### src/rtl/mem_arbiter.sv
// Arbitrates the shared main memory between the I-cache fill path and the D-cache fill/write path.
// It runs one 8-word block fill or one single-word write at a time and steers the returned words back.
module mem_arbiter #(
  parameter int ADDR_W = 16,
  parameter int DATA_W = 16,
  parameter int WORDS  = 8
) (
  input  logic              clk,
  input  logic              rst_n,
  input  logic              i_req,
  input  logic [ADDR_W-1:0] i_addr,
  output logic              i_grant,
  output logic              i_done,
  input  logic              d_req,
  input  logic              d_we,
  input  logic [ADDR_W-1:0] d_addr,
  input  logic [DATA_W-1:0] d_wdata,
  output logic              d_grant,
  output logic              d_done,
  output logic [DATA_W-1:0] fill_data,
  output logic              fill_valid,
  output logic [2:0]        fill_idx,
  output logic              mem_en,
  output logic              mem_wr,
  output logic [ADDR_W-1:0] mem_addr,
  output logic [DATA_W-1:0] mem_wdata,
  input  logic [DATA_W-1:0] mem_rdata,
  input  logic              mem_valid
);
  localparam logic [2:0] LAST = 3'(WORDS - 1);

  typedef enum logic [1:0] {IDLE, FILL, WRITE, RECOVER} state_t;

  state_t            state_q, state_d;
  logic              side_q, side_d;       // 1 = D side owns the transaction
  logic              last_d_q, last_d_d;
  logic [ADDR_W-1:0] addr_q, addr_d;
  logic [DATA_W-1:0] wdata_q, wdata_d;
  logic [2:0]        issue_q, issue_d;
  logic [2:0]        ret_q, ret_d;
  logic              iss_done_q, iss_done_d;
  logic              done;
  logic              busy;

  always_ff @(posedge clk or negedge rst_n) begin
    if (!rst_n) begin
      state_q    <= IDLE;
      side_q     <= 1'b0;
      last_d_q   <= 1'b0;
      addr_q     <= '0;
      wdata_q    <= '0;
      issue_q    <= '0;
      ret_q      <= '0;
      iss_done_q <= 1'b0;
    end else begin
      state_q    <= state_d;
      side_q     <= side_d;
      last_d_q   <= last_d_d;
      addr_q     <= addr_d;
      wdata_q    <= wdata_d;
      issue_q    <= issue_d;
      ret_q      <= ret_d;
      iss_done_q <= iss_done_d;
    end
  end

  always_comb begin
    state_d    = state_q;
    side_d     = side_q;
    last_d_d   = last_d_q;
    addr_d     = addr_q;
    wdata_d    = wdata_q;
    issue_d    = issue_q;
    ret_d      = ret_q;
    iss_done_d = iss_done_q;
    mem_en     = 1'b0;
    mem_wr     = 1'b0;
    mem_addr   = '0;
    mem_wdata  = '0;
    fill_valid = 1'b0;
    fill_idx   = '0;
    fill_data  = '0;
    done       = 1'b0;
    unique case (state_q)
      IDLE: begin
        issue_d    = '0;
        ret_d      = '0;
        iss_done_d = 1'b0;
        // D has priority unless it won the previous acceptance
        if (d_req && (!i_req || !last_d_q)) begin
          side_d   = 1'b1;
          last_d_d = 1'b1;
          addr_d   = d_addr;
          wdata_d  = d_wdata;
          state_d  = d_we ? WRITE : FILL;
        end else if (i_req) begin
          side_d   = 1'b0;
          last_d_d = 1'b0;
          addr_d   = i_addr;
          state_d  = FILL;
        end
      end
      FILL: begin
        if (!iss_done_q) begin
          mem_en   = 1'b1;
          mem_addr = {addr_q[ADDR_W-1:4], issue_q, 1'b0};
          if (issue_q == LAST) iss_done_d = 1'b1;
          else                 issue_d    = issue_q + 3'd1;
        end
        // Only count returns for reads this fill actually issued
        if (mem_valid && (iss_done_q || (ret_q < issue_q))) begin
          fill_valid = 1'b1;
          fill_idx   = ret_q;
          fill_data  = mem_rdata;
          if (ret_q == LAST) begin
            ret_d   = '0;
            done    = 1'b1;
            state_d = RECOVER;
          end else begin
            ret_d = ret_q + 3'd1;
          end
        end
      end
      WRITE: begin
        mem_en    = 1'b1;
        mem_wr    = 1'b1;
        mem_addr  = addr_q;
        mem_wdata = wdata_q;
        done      = 1'b1;
        state_d   = RECOVER;
      end
      RECOVER: state_d = IDLE;
      default: state_d = IDLE;
    endcase
  end

  assign busy    = (state_q == FILL) || (state_q == WRITE);
  assign i_grant = busy & ~side_q;
  assign d_grant = busy &  side_q;
  assign i_done  = done & ~side_q;
  assign d_done  = done &  side_q;
endmodule
### config.mk
export PLATFORM = sky130hd
export DESIGN_NAME = mem_arbiter
export DESIGN_NICKNAME = d
export VERILOG_FILES = /design/src/rtl/mem_arbiter.sv
export SDC_FILE = /design/constraint.sdc
export NUM_CORES = 1
export LEC_CHECK = 0
export ABC_AREA = 1
export CAP_MARGIN = 10
export CORE_ASPECT_RATIO = 1.2
export CORE_UTILIZATION = 40
export DETAILED_ROUTE_END_ITERATION = 10
export PLACE_DENSITY = 0.81
export SLEW_MARGIN = 25
export SYNTH_ARGS = -nofsm -noshare
export SYNTH_HDL_FRONTEND = slang
export SYNTH_SLANG_ARGS = --single-unit
### constraint.sdc
create_clock -name clk -period 2.3 [get_ports clk]
set_input_delay 0.46 -clock clk [delete_from_list [all_inputs] [get_ports clk]]
set_output_delay 0.46 -clock clk [all_outputs]
set_load 0.005 [all_outputs]
==> flow_summary.toml, run 1 <==
[flow_run]
maxCapViolations = 0

[worst_setup_path]
cpPeakStageDelay_ns = 0.40
crit_type = "reg -> out"
cp_top_family = "buffers and inverters"
cp-start-kind = "register"
arrival_ns = 1.95
cpMostUsedCell = "buf_6"
slowest_stage = "dfrtp_1"
critPathCaptureType = "primary output"
required_ns = 1.84
crit_fanout = 5
critPathBufInv = 8
cp_cell_sequence = "inv_2 > ha_4 > inv_4 > nor2_4 > inv_2 > a21oi_4 > buf_12 > clkinv_8 > buf_6 > buf_6 > nor2_4 > buf_6"

[synthesis]
synth_seq_cells = 42
synth_area_per_cell_um2 = 7.896
synth_warnings = 0
syn_inst = 315
synth_fp_nets = 395
ys_types = 24
synth_top_cell_by_area = "dfrtp_1"
synth_area_um2 = 2487
synth.top_cell.area_share_pct = 42.25
ys_seq_area_share_pct = 42.25
synthTopCellsByArea = "dfrtp_1, inv_1, nand2_1"

[clocking]
h-tree-depth = 2
clock_latency_ns = 0.29
cts_buffer_depth = 2
root_buffer = "clkbuf_8"
clkSinkCount = 42
cts_tree = "built"
cts_inserted_buffers = 5
clk_pin_slew_ns = 0.08

[route]
wl_per_cell_um = 14.01
drt_first_iter_violations = 104
vias_per_cell = 4.823
vias = 2725
drt_first_pass_iters = 5
routed_wl_mm = 7.916
drc_errors = 0
route.antenna.remaining_nets = 0

[global_routing]
grt_max_degree = 33
first_global_vias = 2619
grt_pass1_wl_mm = 11.59
antenna_found_initial = 0
grt_overflow = 0
track_usage_pct = 22.98

[sta]
fmax_ghz = 0.4148
period_needed_ns = 2.411
setup_violations = 14
setup_tns_ns = -0.5930
tightest_slew_ns = 0.4587
slew_headroom_pct = 69.42
worst_slack_ns = -0.1107
rsz0062_at_grt = "true"
hold_violations = 0
final-max-slew-violation-count = 0
clock_skew_ns = 0.008775
period_share_pct = 104.8

[final_layout]
layout_common_cells = "clkdlybuf4s50_1, inv_1, nand2_1"
drive_gt1_share_pct = 32.92
synthToLayoutAreaGrowth_pct = 77.21
fin_nets = 562
insertedDiodeCount = 0
layout_commonest_cell = "clkdlybuf4s50_1"

[power]
clkPwrFrac_pct = 9.2
p_switching_mw = 2.142
seqPwrFrac_pct = 24.8
p_per_area_nw_per_um2 = 1190
combPwrFrac_pct = 66.0
p_int_mw = 3.105
switching_share_pct = 40.82
ir_drop_v = 0.0007223
p_leak_nw = 2.447

[die]
start_util_pct = 41.37
die_area_um2 = 6539
core_area_um2 = 6012
fp.dieW_um = 73.99
rows = 31
num_io_pins = 128
dieHeight_um = 88.39

[place]
portBuffers = 127
place_hpwl_mm = 5.214
gp_congestion = 0.8451
pre_cts_slack_ns = -0.1444

[outcome]
violations = "setup timing"
status = "complete, but fails checks"

[hold_path]
hp-class = "in -> async"
## Yosys cell counts, drive strengths merged
cell / count
o21ai: 16
ha: 10
mux2: 16
inv: 68
a31oi: 4
clkbuf: 4
dfrtp: 42
nor2: 60
o22ai: 13
nand3: 6
buf: 6
a21oi: 9
nand4: 1
nand2: 59
a21boi: 1
## flip-flops by register name, indices dropped and copies added, names as in the netlist
register	cells
addr_q	16
iss_done_q	1
issue_q	3
last_d_q	1
ret_q	3
state_q	2
wdata_q	16
## logic make-up after synthesis
family                   after synthesis  synth area share (%)
AND/OR/NAND/NOR                      126                 22.03
buffers and inverters                 78                 12.93
AO/OA/AOI/OAI                         43                 10.06
flip-flops                            42                 42.25
multiplexers                          16                 7.696
adder cells (fa/ha/maj)               10                 5.030
## per-layer routing
metal	track usage, %	routed length, µm	vias up
li1	-	-	1300
met1	25.09	2950	1284
met2	42.48	4211	118
met3	5.125	550	23
met4	9.091	203	0
met5	0	0	-
## per-stage QoR
step	util (%)	cells	hold slack, ns	total power, mW	instance area, µm²
floorplan	-	315	0.1644	2.728	2487
global route	73.32	565	0.1481	5.604	4408
global placement	64.95	529	0.4380	3.758	3905
detailed placement	64.95	529	0.4367	3.868	3905
CTS	69.74	562	0.1217	4.828	4193
finish	73.32	565	0.1076	5.246	4408
## area by class of cell
| cell class | count | area [µm²] |
|---|---|---|
| inverters | 68 | 277.8 |
| clock inverters | 1 | 5.005 |
| repair buffers | 168 | 1540 |
| multi-input cells | 195 | 1323 |
| well taps | 82 | 102.6 |
| clock buffers | 7 | 86.33 |
| flip-flops and latches | 42 | 1051 |
| repair inverters | 2 | 22.52 |
| fillers | 438 | 1604 |
## power groups by stage
| stage | Combinational (mW) | Clock, mW | Sequential [mW] |
|---|---|---|---|
| detailed placement | 2.57 | 0 | 1.30 |
| floorplan | 1.48 | 0 | 1.25 |
| global route | 3.75 | 0.519 | 1.34 |
| CTS | 3.05 | 0.490 | 1.29 |
| finish | 3.46 | 0.484 | 1.30 |
| global placement | 2.49 | 0 | 1.27 |
## final timing paths
kind | depth (start not counted) | to | slack (ns) | from
max in group asynchronous | 2 | wdata_q[14]$_DFFE_PN0P_ | 1.64 | rst_n
hold / removal | 1 | addr_q[9]$_DFFE_PN0P_ | 0.11 | rst_n
min in group clk | 1 | wdata_q[0]$_DFFE_PN0P_ | 0.51 | wdata_q[0]$_DFFE_PN0P_
setup reg to reg | 8 | addr_q[6]$_DFFE_PN0P_ | 0.46 | state_q[0]$_DFFE_PN0P_
setup / recovery | 12 | mem_addr[5] | -0.11 | state_q[1]$_DFFE_PN0P_
hold reg to reg | 1 | wdata_q[0]$_DFFE_PN0P_ | 0.51 | wdata_q[0]$_DFFE_PN0P_
## repair_timing
item                                    CTS  global route
setup buffers                            22             7
endpoints found under the setup margin   56            51
resized for setup                       149            92
pin swaps                                11            17
hold buffers                              0             0
cloned                                    3             0
Note: power is estimated with default switching activity, not from simulation.
==> inputs of run 2 (changes only) <==
CORE_UTILIZATION = 36   (was 40)
PLACE_DENSITY = 0.77   (was 0.81)
SKIP_LAST_GASP = 1   (was not set)
clock period = 2.1 ns   (was 2.3 ns; I/O delays follow)
==> run 2 against run 1 <==
  * Die area rose by 11%
  * Non-clock buffer count grew 13
  * Design area grew 1.6%
  * The run still ends with setup timing left
  * Worst setup slack worse by 0.22 ns
  * Final cell count rose by 2.7%
  * Critical path depth up 1
  * Power grew 9.7%
  * Clock power rose by 1%
==> flow_summary.toml, run 2 (synthesis results as in run 1) <==
[power]
ir_drop_v = 0.0006105
switching_share_pct = 40.36
clkPwrFrac_pct = 8.5
p_int_mw = 3.432
combPwrFrac_pct = 67.0
p_switching_mw = 2.322
p_per_area_nw_per_um2 = 1285
p_leak_nw = 2.345
seqPwrFrac_pct = 24.5

[place]
place_area_um2 = 3989
portBuffers = 127
place_hpwl_mm = 5.376
gp_congestion = 0.8202
place_inst = 541

[worst_setup_path]
crit_type = "reg -> out"
cp-startpoint = "issue_q[2]$_DFFE_PN0P_"
critPathCaptureType = "primary output"
cp_cell_sequence = "inv_2 > ha_4 > nand2_2 > inv_2 > nand2_2 > nand2_1 > nand2_2 > nand2_4 > nor2_4 > clkinv_4 > buf_6 > nor2_2 > buf_2"
slowest_stage = "dfrtp_1"
cp-start-kind = "register"
crit_fanout = 7
cpPeakStageDelay_ns = 0.41
reg2regPathDepth = 10
arrival_ns = 2.01
regToRegEndpoint = "addr_q[12]$_DFFE_PN0P_"
cpMostUsedCell = "nand2_2"
crit_end = "fill_idx[0]"
r2r-start = "state_q[0]$_DFFE_PN0P_"
rrSetupSlack_ns = 0.17
required_ns = 1.68

[clocking]
cts_tree = "built"
h-tree-depth = 2
clock_latency_ns = 0.28
clk_pin_slew_ns = 0.08
cts_buffer_depth = 2
cts_inserted_buffers = 5
root_buffer = "clkbuf_8"
clkSinkCount = 42

[route]
wl_per_cell_um = 13.64
drc_errors = 0
vias_per_cell = 4.712
drt_first_iter_violations = 82
route.antenna.remaining_nets = 0
routed_wl_mm = 7.910
drt_first_pass_iters = 4
vias = 2733

[sta]
rsz0062_at_grt = "true"
final-max-slew-violation-count = 0
slew_headroom_pct = 77.45
worst_slack_ns = -0.3322
hold_violations = 0
period_share_pct = 115.8
fmax_ghz = 0.4111
setup_violations = 31
tightest_slew_ns = 0.3370
clock_skew_ns = 0.003340
period_needed_ns = 2.432

[final_layout]
layout_common_cells = "clkdlybuf4s50_1, inv_1, nand2_1"
fin_cells = 580
design_area_um2 = 4479
layout_commonest_cell = "clkdlybuf4s50_1"
drive_gt1_share_pct = 34.34
fin_nets = 575
synthToLayoutAreaGrowth_pct = 80.08
biggestRegsByFlops = "addr_q: 16 flops, wdata_q: 16 flops"
insertedDiodeCount = 0

[global_routing]
grt_pass1_wl_mm = 12.08
grt_overflow = 0
grt_max_degree = 33
first_global_vias = 2671
antenna_found_initial = 0
track_usage_pct = 21.37

[flow_run]
maxCapViolations = 0

[die]
rows = 32
core_area_um2 = 6566
fp.dieW_um = 77.88
start_util_pct = 37.88
die_area_um2 = 7247
dieHeight_um = 93.06
num_io_pins = 128

[outcome]
violations = "setup timing"
status = "complete, but fails checks"

[hold_path]
hold_depth = 1
hp-class = "reg -> reg"
[run 2: layout make-up]
| class | instances | area [µm²] |
|---|---|---|
| clock buffer | 6 | 72.57 |
| sequential | 42 | 1051 |
| inverter | 68 | 275.3 |
| fill | 506 | 2087 |
| clock inverter | 1 | 7.507 |
| tap | 85 | 106.4 |
| timing repair buffer | 181 | 1648 |
| timing repair inverter | 2 | 12.51 |
| multi-input combinational | 195 | 1306 |
[run 2: how the worst min path moves through the flow]
| stage | start | to | slack (ns) |
|---|---|---|---|
| 3_3_place_gp | rst_n | addr_q[7]$_DFFE_PN0P_ | 0.31 |
| 6_report | wdata_q[8]$_DFFE_PN0P_ | wdata_q[8]$_DFFE_PN0P_ | 0.51 |
| 2_1_floorplan | rst_n | addr_q[0]$_DFFE_PN0P_ | 0.12 |
| 4_1_cts | wdata_q[4]$_DFFE_PN0P_ | wdata_q[4]$_DFFE_PN0P_ | 0.51 |
| 3_5_place_dp | rst_n | addr_q[7]$_DFFE_PN0P_ | 0.31 |
| 5_1_grt | wdata_q[14]$_DFFE_PN0P_ | wdata_q[14]$_DFFE_PN0P_ | 0.54 |
[run 2: repair_timing]
action                                  4_1_cts  5_1_grt
pin swaps                                    12       14
resized for setup                           154       92
gates cloned                                  3        0
buffers inserted                             22        6
hold buffers                                  1        0
endpoints found under the setup margin       58       53
endpoints found under the hold margin         6        0
[run 2: critical path: cells and delay by family, from the launching register on]
| family | cells | cell delay, ns |
|---|---|---|
| buf+inv | 5 | 0.53 |
| simple gates | 7 | 0.59 |
| fa+ha+maj | 1 | 0.20 |
| flops | 1 | 0.41 |
[run 2: power groups by stage]
stage / logic [mW] / registers, mW / clock network [mW]
2_1_floorplan: 1.62 / 1.36 / 0
3_3_place_gp: 2.87 / 1.38 / 0
3_5_place_dp: 2.96 / 1.40 / 0
4_1_cts: 3.32 / 1.39 / 0.506
5_1_grt: 4.20 / 1.46 / 0.541
6_report: 3.86 / 1.41 / 0.490
[run 2: per-stage QoR]
stage	hold slack [ns]	util [%]	setup slack [ns]	setup TNS, ns	power, mW
after global routing	0.5359	68.22	-0.4392	-8.950	6.201
after global placement	0.3113	60.75	-0.1765	-4.055	4.250
after floorplan	0.1244	-	0.2283	0	2.988
after detailed placement	0.3121	60.75	-0.2454	-5.467	4.356
after CTS	0.5126	65.57	-0.2895	-7.723	5.215
final	0.5132	68.22	-0.3322	-5.731	5.754
[run 2: layer usage]
metal	up-vias	track usage, %	share of wire, %
met5	-	0	0
met4	0	9.277	2.7
met3	16	3.512	5.4
met2	109	38.72	52
met1	1279	24.63	40
li1	1329	-	-
==> inputs of run 3 (changes only) <==
ABC_CLOCK_PERIOD_IN_PS = 2100   (was not set)
==> results of run 3 <==
No change in the layout: final DEF, timing and power equal those of run 2.
